File: src/rtl/zx_clk_pkg.sv
// zx_clk_pkg: shared constants and helpers for the Spectrum clock-enable generator.
//
// Contents:
//   CLK_SYS_HZ       nominal clk_sys frequency (112 MHz)
//   LEVEL_3M5        turbo level that gives the stock 3.5 MHz CPU clock
//   DEF_*            default generator parameters
//   SETTLE_W         width of the settle counter (SETTLE is 1..7)
//   level_w()        width of a turbo level field for a given level count
//   lvl_mask()       CPU period minus one, in clk_sys, for a turbo level
//   lvl_half()       CPU half period, in clk_sys, for a turbo level
package zx_clk_pkg;

   localparam int unsigned CLK_SYS_HZ     = 112_000_000;
   localparam int unsigned LEVEL_3M5      = 0;

   localparam int unsigned DEF_CNT_W      = 6;
   localparam int unsigned DEF_LEVELS     = 5;
   localparam int unsigned DEF_SETTLE     = 2;
   localparam int unsigned DEF_FAST_LEVEL = 2;

   localparam int unsigned SETTLE_W       = 3;

   // At least one bit, so a single-level build still has a legal port.
   function automatic int unsigned level_w(input int unsigned levels);
      return (levels > 1) ? $clog2(levels) : 1;
   endfunction

   // Level k runs with a period of 2^(levels-k) clk_sys.
   function automatic int unsigned lvl_mask(input int unsigned levels,
                                            input int unsigned level);
      return (32'd1 << (levels - level)) - 32'd1;
   endfunction

   function automatic int unsigned lvl_half(input int unsigned levels,
                                            input int unsigned level);
      return 32'd1 << (levels - level - 1);
   endfunction

endpackage

File: src/rtl/zx_ce_phase.sv
// zx_ce_phase: raw CPU phase decode from the master divider.
//
// The CPU p phase fires when the low bits of the counter (selected by the
// level mask) are all zero; the n phase fires half a period later.
//
// Ports:
//   cnt_i    master divider value
//   level_i  turbo level in effect (already clamped to LEVELS-1)
//   tp_o     raw CPU positive phase for this counter value
//   tn_o     raw CPU negative phase for this counter value
module zx_ce_phase
   import zx_clk_pkg::*;
#(
   parameter int unsigned CNT_W   = DEF_CNT_W,
   parameter int unsigned LEVELS  = DEF_LEVELS,
   localparam int unsigned LEVEL_W = level_w(LEVELS)
) (
   input  logic [CNT_W-1:0]   cnt_i,
   input  logic [LEVEL_W-1:0] level_i,
   output logic               tp_o,
   output logic               tn_o
);

   logic [CNT_W-1:0] mask;
   logic [CNT_W-1:0] half;
   logic [CNT_W-1:0] phase;

   always_comb begin
      mask  = CNT_W'(lvl_mask(LEVELS, 32'(level_i)));
      half  = CNT_W'(lvl_half(LEVELS, 32'(level_i)));
      phase = cnt_i & mask;
      tp_o  = (phase == '0);
      tn_o  = (phase == half);
   end

endmodule

File: src/rtl/zx_cpu_ce_gen.sv
// zx_cpu_ce_gen: clock-enable generator for the Spectrum core on clk_sys.
//
// A free-running master divider produces the fixed system enables (28 MHz,
// 7 MHz p/n, PSG) and, via the current turbo level, the CPU p/n enables.
// CPU enables are gated by cpu_en, which only changes right after an n slot,
// so every emitted p pulse is always followed by its n pulse.
//
// Optional feature macro: ZX_CE_CONTENTION_EN
//   When defined, the hold input exists; hold=1 on a cycle where the raw CPU
//   p phase is decoded masks that p pulse and the following n pulse.
//
// Ports:
//   clk_sys    system clock (112 MHz nominal)
//   reset      synchronous, active-high reset
//   turbo_sel  requested turbo level (clamped to LEVELS-1)
//   ram_ready  SDRAM ready
//   hold       contention stretch request (ZX_CE_CONTENTION_EN only)
//   ce_28m     pulse every 4 clk_sys
//   ce_7mp     7 MHz positive phase
//   ce_7mn     7 MHz negative phase
//   ce_psg     PSG enable, once per divider wrap
//   ce_cpu_p   gated CPU positive phase
//   ce_cpu_n   gated CPU negative phase
//   ce_cpu     alias of ce_cpu_p
//   cpu_en     CPU running
//   turbo_cur  turbo level in effect
module zx_cpu_ce_gen
   import zx_clk_pkg::*;
#(
   parameter int unsigned CNT_W      = DEF_CNT_W,
   parameter int unsigned LEVELS     = DEF_LEVELS,
   parameter int unsigned SETTLE     = DEF_SETTLE,
   parameter int unsigned FAST_LEVEL = DEF_FAST_LEVEL,
   localparam int unsigned LEVEL_W   = level_w(LEVELS)
) (
   input  logic               clk_sys,
   input  logic               reset,
   input  logic [LEVEL_W-1:0] turbo_sel,
   input  logic               ram_ready,
`ifdef ZX_CE_CONTENTION_EN
   input  logic               hold,
`endif
   output logic               ce_28m,
   output logic               ce_7mp,
   output logic               ce_7mn,
   output logic               ce_psg,
   output logic               ce_cpu_p,
   output logic               ce_cpu_n,
   output logic               ce_cpu,
   output logic               cpu_en,
   output logic [LEVEL_W-1:0] turbo_cur
);

   localparam logic [LEVEL_W-1:0]  MAX_LEVEL   = LEVEL_W'(LEVELS - 1);
   localparam logic [SETTLE_W-1:0] SETTLE_INIT = SETTLE_W'(SETTLE);

   if ((CNT_W < 4) || (CNT_W < LEVELS)) begin : g_bad_cnt_w
      $error("zx_cpu_ce_gen: CNT_W must be >= max(4, LEVELS)");
   end
   if ((SETTLE < 1) || (SETTLE > 7)) begin : g_bad_settle
      $error("zx_cpu_ce_gen: SETTLE must be in 1..7");
   end

   logic [CNT_W-1:0]    cnt_q, cnt_d;
   logic                ce_28m_q, ce_7mp_q, ce_7mn_q, ce_psg_q;
   logic                tp_q, tn_q;
   logic                cpu_en_q, cpu_en_d;
   logic [LEVEL_W-1:0]  turbo_q, turbo_d;
   logic [SETTLE_W-1:0] settle_q, settle_d;
   logic [LEVEL_W-1:0]  sel_clamped;
   logic                tp_raw, tn_raw;
   logic                gate;

   zx_ce_phase #(
      .CNT_W  (CNT_W),
      .LEVELS (LEVELS)
   ) u_phase (
      .cnt_i   (cnt_q),
      .level_i (turbo_q),
      .tp_o    (tp_raw),
      .tn_o    (tn_raw)
   );

   always_comb begin
      cnt_d       = cnt_q + CNT_W'(1);
      sel_clamped = (turbo_sel > MAX_LEVEL) ? MAX_LEVEL : turbo_sel;
   end

   // Control only moves in the cycle the (current level) n pulse is on the
   // outputs; that n pulse still sees the old cpu_en, which closes any
   // T-state already started.
   always_comb begin
      cpu_en_d = cpu_en_q;
      turbo_d  = turbo_q;
      settle_d = settle_q;
      if (tn_q) begin
         if (sel_clamped != turbo_q) begin
            cpu_en_d = 1'b0;
            turbo_d  = sel_clamped;
            settle_d = SETTLE_INIT;
         end else if (settle_q != '0) begin
            settle_d = settle_q - SETTLE_W'(1);
         end else if (!cpu_en_q && ram_ready) begin
            cpu_en_d = 1'b1;
         end else if ((32'(turbo_q) >= FAST_LEVEL) && !ram_ready) begin
            cpu_en_d = 1'b0;
         end
      end
   end

   always_ff @(posedge clk_sys) begin
      if (reset) begin
         cnt_q    <= '0;
         ce_28m_q <= 1'b0;
         ce_7mp_q <= 1'b0;
         ce_7mn_q <= 1'b0;
         ce_psg_q <= 1'b0;
         tp_q     <= 1'b0;
         tn_q     <= 1'b0;
         cpu_en_q <= 1'b0;
         turbo_q  <= '0;
         settle_q <= SETTLE_INIT;
      end else begin
         cnt_q    <= cnt_d;
         ce_28m_q <= (cnt_q[1:0] == 2'd0);
         ce_7mp_q <= (cnt_q[3:0] == 4'd0);
         ce_7mn_q <= (cnt_q[3:0] == 4'd8);
         ce_psg_q <= (cnt_q == '0);
         tp_q     <= tp_raw;
         tn_q     <= tn_raw;
         cpu_en_q <= cpu_en_d;
         turbo_q  <= turbo_d;
         settle_q <= settle_d;
      end
   end

`ifdef ZX_CE_CONTENTION_EN
   logic gate_q, gate_d;

   // Sampled once per T-state at the raw p decode and held through the
   // matching n slot, so p and n are always masked as a pair.
   always_comb begin
      gate_d = tp_raw ? ~hold : gate_q;
   end

   always_ff @(posedge clk_sys) begin
      if (reset) begin
         gate_q <= 1'b1;
      end else begin
         gate_q <= gate_d;
      end
   end

   assign gate = gate_q;
`else
   assign gate = 1'b1;
`endif

   assign ce_28m    = ce_28m_q;
   assign ce_7mp    = ce_7mp_q;
   assign ce_7mn    = ce_7mn_q;
   assign ce_psg    = ce_psg_q;
   assign ce_cpu_p  = cpu_en_q & tp_q & gate;
   assign ce_cpu_n  = cpu_en_q & tn_q & gate;
   assign ce_cpu    = ce_cpu_p;
   assign cpu_en    = cpu_en_q;
   assign turbo_cur = turbo_q;

endmodule

File: config.mk
export PLATFORM = sky130hd
export DESIGN_NAME = zx_cpu_ce_gen
export DESIGN_NICKNAME = d
export VERILOG_FILES = /design/src/rtl/zx_clk_pkg.sv /design/src/rtl/zx_ce_phase.sv /design/src/rtl/zx_cpu_ce_gen.sv
export SDC_FILE = /design/constraint.sdc
export NUM_CORES = 1
export LEC_CHECK = 0
export CAP_MARGIN = 20
export CORE_ASPECT_RATIO = 1.2
export CORE_MARGIN = 10
export CORE_UTILIZATION = 55
export DETAILED_ROUTE_END_ITERATION = 16
export DONT_BUFFER_PORTS = 1
export PLACE_DENSITY = 0.73
export SLEW_MARGIN = 20
export SYNTH_ARGS = -nofsm -noshare
export SYNTH_HDL_FRONTEND = slang
export SYNTH_SLANG_ARGS = --single-unit
File: constraint.sdc
create_clock -name clk_sys -period 2.2 [get_ports clk_sys]
set_clock_uncertainty 0.2 [all_clocks]
set_input_delay 0.33 -clock clk_sys [delete_from_list [all_inputs] [get_ports clk_sys]]
set_output_delay 0.33 -clock clk_sys [all_outputs]
set_load 0.05 [all_outputs]
==> run_results.csv, run 1 <==
group,metric,value,unit
status,status,"finished, violations left",
status,violations,"negative setup slack",
clocking,insertion_delay,0.31,ns
placement,place_inst,152,
synthesis,ys_warn_count,0,
run,cap_violations,0,
synthesis,netlist-cell-type-count,39,
critical_path,cp_slowest_cell,"fa_2",
global_route,antenna_found_initial,0,
critical_path,path_buf_inv,2,
critical_path,start_kind,"flop",
global_route,grt_max_degree,13,
synthesis,synthFlopType,"dfxtp_1",
sta,finalCritPeriodShare,103,%
final_layout,nets,161,
drt,viasPerCell,5.98,
sta,finalWorstSetupSlack,-0.0623,ns
placement,hpwl,1790,microns
power_and_ir_drop,p_seq_share,57.5,%
die,core_region_area,1890,sq um
die,row_count,17,
critical_path,crit_chain,"inv_6, ha_1, inv_2, fa_2, and3b_1, o221a_1, and4_1",
synthesis,seq_area_frac_synth,33.9,%
synthesis,async_flop_share,0,%
sta,worstMarginPinSlew,0.488,ns
final_layout,fillerInstances,152,
final_layout,antenna_cells,0,
sta,setup_viol,1,
drt,drt-initial-drc-count,29,
clocking,cts-root-buf,"clkbuf_4",
drt,wl_per_cell,15.9,microns
drt,wirelength,2580,microns
clocking,htreeDepth,1,
power_and_ir_drop,p_sw,0.000206,W
synthesis,syn_inst,130,
synthesis,yosysMostFrequentCell,"dfxtp_1",
synthesis,synth_area_per_cell,8.64,sq um
synthesis,synth_edf_count,0,
power_and_ir_drop,power,0.000682,W
final_layout,final_util,69.0,%
power_and_ir_drop,ir_worst_vdd,0.543,mV
clocking,cts_buffers,3,
drt,ant_nets,0,
global_route,grt_pass1_wl,4150,microns
worst_hold_path,hold_path.class,"in -> reg",
sta,slew_violations,0,
die,io_pins,17,
synthesis,yosysTopAreaCell,"dfxtp_1",
final_layout,drive_gt1_share,20.3,%
synthesis,netlist_top_cells_count,"dfxtp_1, nor2_1, ha_1, inv_1, nand2_1",
global_route,grt-ovfl-total,0,
sta,slew_headroom,67.4,%
critical_path,critPathMaxFanout,6,
final_layout,fin_cells,162,
power_and_ir_drop,p_leak,0.541,nW
synthesis,netlist_top_cells_area,"dfxtp_1, ha_1, nor2_1",
synthesis,syn_nets,147,
synthesis,yosys.area.top_type_share,33.9,%
drt,dr.pass1.iters,5,
clocking,clockBufferDepth,2,
clocking,tritoncts,"done",
sta,hold_ws,0.00765,ns
placement,routabilityCongestion,0.830,
final_layout,syn_to_final_growth,16.3,%
drt,vias,968,
critical_path,cp.required,2.21,ns
clocking,cts.clk_slew.worst_paths,0.11,ns
power_and_ir_drop,combPwrFrac,15.0,%
critical_path,crit_arrival,2.28,ns
drt,drc,0,
global_route,grt_pass1_vias,918,
die,start_util,59.4,%
critical_path,cpLargestDelayFamily,"adder cells",
critical_path,cp_slowest_stage_delay,0.64,ns
synthesis,yosys_register_bits,19,
sta,max_freq,442,MHz
global_route,track_usage,12.3,%
synthesis,syn_area,1120,sq um
die,dieArea,4260,sq um
clocking,cts.sinks,19,
placement,io_buffers,0,
critical_path,critPathKind,"reg -> reg",
die,dieWidth,61.3,microns
die,die_height,69.5,microns
sta,tns,-0.0623,ns
power_and_ir_drop,p_int,0.000476,W
power_and_ir_drop,p_per_area,522,nW/um^2
critical_path,worstSetupEndpointType,"flop",
sta,grt_setup_unrepaired,"true",
sta,hold_violations,0,
power_and_ir_drop,sw_frac_of_total,30.2,%
power_and_ir_drop,p_clk_share,27.5,%
sta,fin_crit,2.26,ns
cell usage in the layout, fill, tap and decap left out, drive strengths merged, types with 2 or more instances in the layout:
master and n:
nand2 8, a21oi 6, nand3 3, dfxtp 19, buf 9, dlygate4sd3 4
o31ai 2, and2 3, nor3 4, o21ai 6, xor2 4, o22ai 2
nand4b 2, nand2b 4, nor4 2, xnor2 4, nand3b 3, inv 13
ha 10, nor2 12, nor3b 2, clkbuf 3, and3b 3, nor2b 4
state kept, by name, indices dropped and copies added (netlist names):
signal / flops
cpu_en: 1
turbo_cur: 3
cnt_q: 6
ce_7mp: 1
ce_7mn: 1
settle_q: 3
ce_psg: 1
tp_q: 1
tn_q: 1
ce_28m: 1
power groups by stage:
| stage | combinational (W) | clock (W) | sequential [W] |
|---|---|---|---|
| 4_1_cts | 0.0000961 | 0.000191 | 0.000392 |
| 3_5_place_dp | 0.0000854 | 0 | 0.000401 |
| 3_3_place_gp | 0.0000826 | 0 | 0.000400 |
| 5_1_grt | 0.000113 | 0.000208 | 0.000394 |
| 6_report | 0.000102 | 0.000188 | 0.000392 |
| 2_1_floorplan | 0.0000677 | 0 | 0.000400 |
logic make-up (layout without fill, tap and decap cells):
group | count (synthesis) | in the layout | share of synthesized area, %
xor gates and xnor gates | 8 | 8 | 6.24
muxes | 1 | 1 | 0.891
and+or+nand+nor | 53 | 53 | 27.3
AOI/OAI and AO/OA | 22 | 22 | 12.5
adders and majority gates | 11 | 11 | 12.9
DFF | 19 | 19 | 33.9
buffers and inverters | 16 | 29 | 6.35
routing by layer:
layer / GRT usage (%) / part of all wire [%] / vias to the layer above
met2: 19.9 / 48 / 35
met4: 6.80 / 0.93 / 0
met1: 13.2 / 43 / 457
met5: 0 / 0 / -
li1: - / - / 473
met3: 4.20 / 7.9 / 3
area by class of cell:
cell class | instances | area, sq um | share of cell area (%)
Sequential cell | 19 | 389 | 29.8
Multi-Input combinational cell | 95 | 707 | 54.1
Clock inverter | 1 | 6.26 | 0.479
Tap cell | 19 | 23.8 | 1.82
Inverter | 12 | 50.0 | 3.83
Clock buffer | 3 | 22.5 | 1.72
Timing Repair Buffer | 13 | 108 | 8.24
worst paths after layout:
check	start	to	slack (ns)	cells after the start
max	turbo_cur[1]$_SDFFE_PP0P_	tn_q$_SDFF_PP0_	-0.06	7
min reg2reg	cnt_q[0]$_SDFF_PP0_	cnt_q[0]$_SDFF_PP0_	0.28	1
max reg2reg	turbo_cur[1]$_SDFFE_PP0P_	tn_q$_SDFF_PP0_	-0.06	7
min	turbo_sel[2]	turbo_cur[0]$_SDFFE_PP0P_	0.008	2
metrics by stage:
step                      cell area [sq um]  setup slack, ns
after global routing                   1310           -0.140
final                                  1310          -0.0623
after global placement                 1190           0.0534
after CTS                              1270         0.000287
after detailed placement               1190          -0.0318
after floorplan                        1140          0.00935
what timing repair did:
item                                   CTS  global route
pin swaps                                0             8
setup endpoints to repair                1             1
gates cloned                             0             0
buffers inserted                         0             2
hold buffers                             4             0
resized for setup                        5             7
endpoints found under the hold margin   11             0
(Power assumes the default switching activity.)
==> inputs of run 2 (changes only) <==
Settings changed: CORE_UTILIZATION 55 to 36, PLACE_DENSITY 0.73 to default.
==> run 2 against run 1 <==
Net effect: the flow now finishes without violations; setup slack improved by 0.069 ns; sequential cell count unchanged; register-to-register slack improved by 0.07 ns; sequential share of layout area decreased by 0.81 points; clock power decreased by 4%; worst hold slack improved by 0.0066 ns.
==> run_results.csv, run 2 (synthesis results as in run 1) <==
group,metric,value,unit
run,cap_violations,0,
clocking,cts-root-buf,"clkbuf_4",
final_layout,final_cell_mix,"dfxtp_1, nor2_1, inv_1, ha_1, buf_4",
status,status,"finished clean",
final_layout,largest_reg_flops,6,
die,die_height,81.2,microns
die,dieWidth,71,microns
final_layout,fin_area,1340,sq um
critical_path,cp_slowest_stage_delay,0.64,ns
die,start_util,37.1,%
critical_path,crit_arrival,2.21,ns
clocking,htreeDepth,1,
clocking,clockBufferDepth,2,
critical_path,critPathMaxFanout,6,
placement,routabilityCongestion,0.877,
drt,vias,935,
final_layout,syn_to_final_growth,19.5,%
drt,wl_per_cell,14.3,microns
critical_path,start_kind,"flop",
final_layout,drive_gt1_share,20.8,%
placement,placed_cell_area,1220,sq um
critical_path,worstSetupEndpointType,"flop",
critical_path,critPathKind,"reg -> reg",
sta,hold_violations,0,
sta,slew_violations,0,
sta,fin_crit,2.19,ns
clocking,tritoncts,"done",
sta,hold_ws,0.0142,ns
placement,place_inst,170,
final_layout,nets,162,
final_layout,fin_cells,180,
sta,finalCritPeriodShare,99.7,%
drt,drc,0,
final_layout,regMostFlops,"cnt_q",
drt,wirelength,2570,microns
die,dieArea,5770,sq um
sta,worstMarginPinSlew,0.490,ns
global_route,antenna_found_initial,0,
final_layout,antenna_cells,0,
critical_path,cp_slowest_cell,"fa_2",
clocking,cts_buffers,3,
drt,drt-initial-drc-count,30,
power_and_ir_drop,ir_worst_vdd,0.306,mV
clocking,insertion_delay,0.31,ns
drt,ant_nets,0,
global_route,grt_max_degree,13,
sta,slew_headroom,67.3,%
global_route,grt_pass1_vias,938,
global_route,grt-ovfl-total,0,
global_route,track_usage,8.92,%
clocking,cts.sinks,19,
power_and_ir_drop,p_per_area,502,nW/um^2
worst_hold_path,hold_path.class,"in -> reg",
sta,max_freq,456,MHz
sta,setup_viol,0,
drt,dr.pass1.iters,6,
global_route,grt_pass1_wl,4220,microns
die,row_count,22,
final_layout,fillerInstances,311,
critical_path,path_buf_inv,2,
placement,hpwl,1890,microns
critical_path,cpLargestDelayFamily,"adder cells",
clocking,cts.clk_slew.worst_paths,0.11,ns
die,io_pins,17,
placement,io_buffers,0,
power_and_ir_drop,p_leak,0.550,nW
critical_path,cp.required,2.21,ns
critical_path,crit_chain,"inv_6, ha_4, inv_2, fa_2, and3b_1, o221a_1, and4_1",
sta,grt_setup_unrepaired,"true",
drt,viasPerCell,5.19,
final_layout,final_common_cell,"dfxtp_1",
die,core_region_area,3030,sq um
## run 2: worst reg2reg max path, cell delays in order (launching register included)
cell and delay [ns]:
dfxtp_4 0.38, inv_6 0.08, ha_4 0.13, inv_2 0.04, fa_2 0.64, and3b_1 0.22, o221a_1 0.25, and4_1 0.18
## run 2: path summary, 6_finish.rpt
check	start	to	slack, ns	depth (start not counted)
setup / recovery	turbo_cur[1]$_SDFFE_PP0P_	tn_q$_SDFF_PP0_	0.007	7
hold / removal	turbo_sel[2]	turbo_cur[0]$_SDFFE_PP0P_	0.01	2
setup reg to reg	turbo_cur[1]$_SDFFE_PP0P_	tn_q$_SDFF_PP0_	0.007	7
hold reg to reg	cnt_q[0]$_SDFF_PP0_	cnt_q[0]$_SDFF_PP0_	0.28	1
## run 2: repair_timing
item	4_1_cts	5_1_grt
endpoints found under the setup margin	1	1
buffers inserted	0	2
endpoints found under the hold margin	11	0
gates resized for setup	2	14
cloned	0	0
hold buffers	4	0
pin swaps	0	3
## run 2: routing by layer
layer | track usage (%) | wire (microns) | up-vias
met1 | 9.38 | 1080 | 444
met2 | 16.0 | 1320 | 19
met3 | 2.68 | 142 | 3
met4 | 4.26 | 29 | 0
li1 | - | - | 469
met5 | 0 | 0 | -
## run 2: cell type report
class | count | area (sq um) | area share, %
sequential | 19 | 389 | 29.0
inverter | 12 | 50.0 | 3.73
timing repair buffer | 14 | 123 | 9.13
clock buffer | 4 | 26.3 | 1.96
tap | 36 | 45.0 | 3.36
multi-input combinational | 95 | 709 | 52.8
## run 2: per-stage QoR
step                total power [W]  setup TNS [ns]  worst slack [ns]  util, %
finish                     0.000674               0           0.00696     44.3
global route               0.000713         -0.0621           -0.0621     44.3
floorplan                  0.000468               0           0.00935        -
CTS                        0.000677               0           0.00530     42.4
global placement           0.000484               0            0.0647     40.2
detailed placement         0.000487         -0.0290           -0.0290     40.2
## run 2: power breakdown
group          switching [W]  internal (W)  leakage, nW  total [W]
Combinational      0.0000568     0.0000469        0.378   0.000104
Clock               0.000110     0.0000708       0.0150   0.000181
Sequential         0.0000309      0.000359        0.157   0.000390
Total               0.000198      0.000477        0.550   0.000674
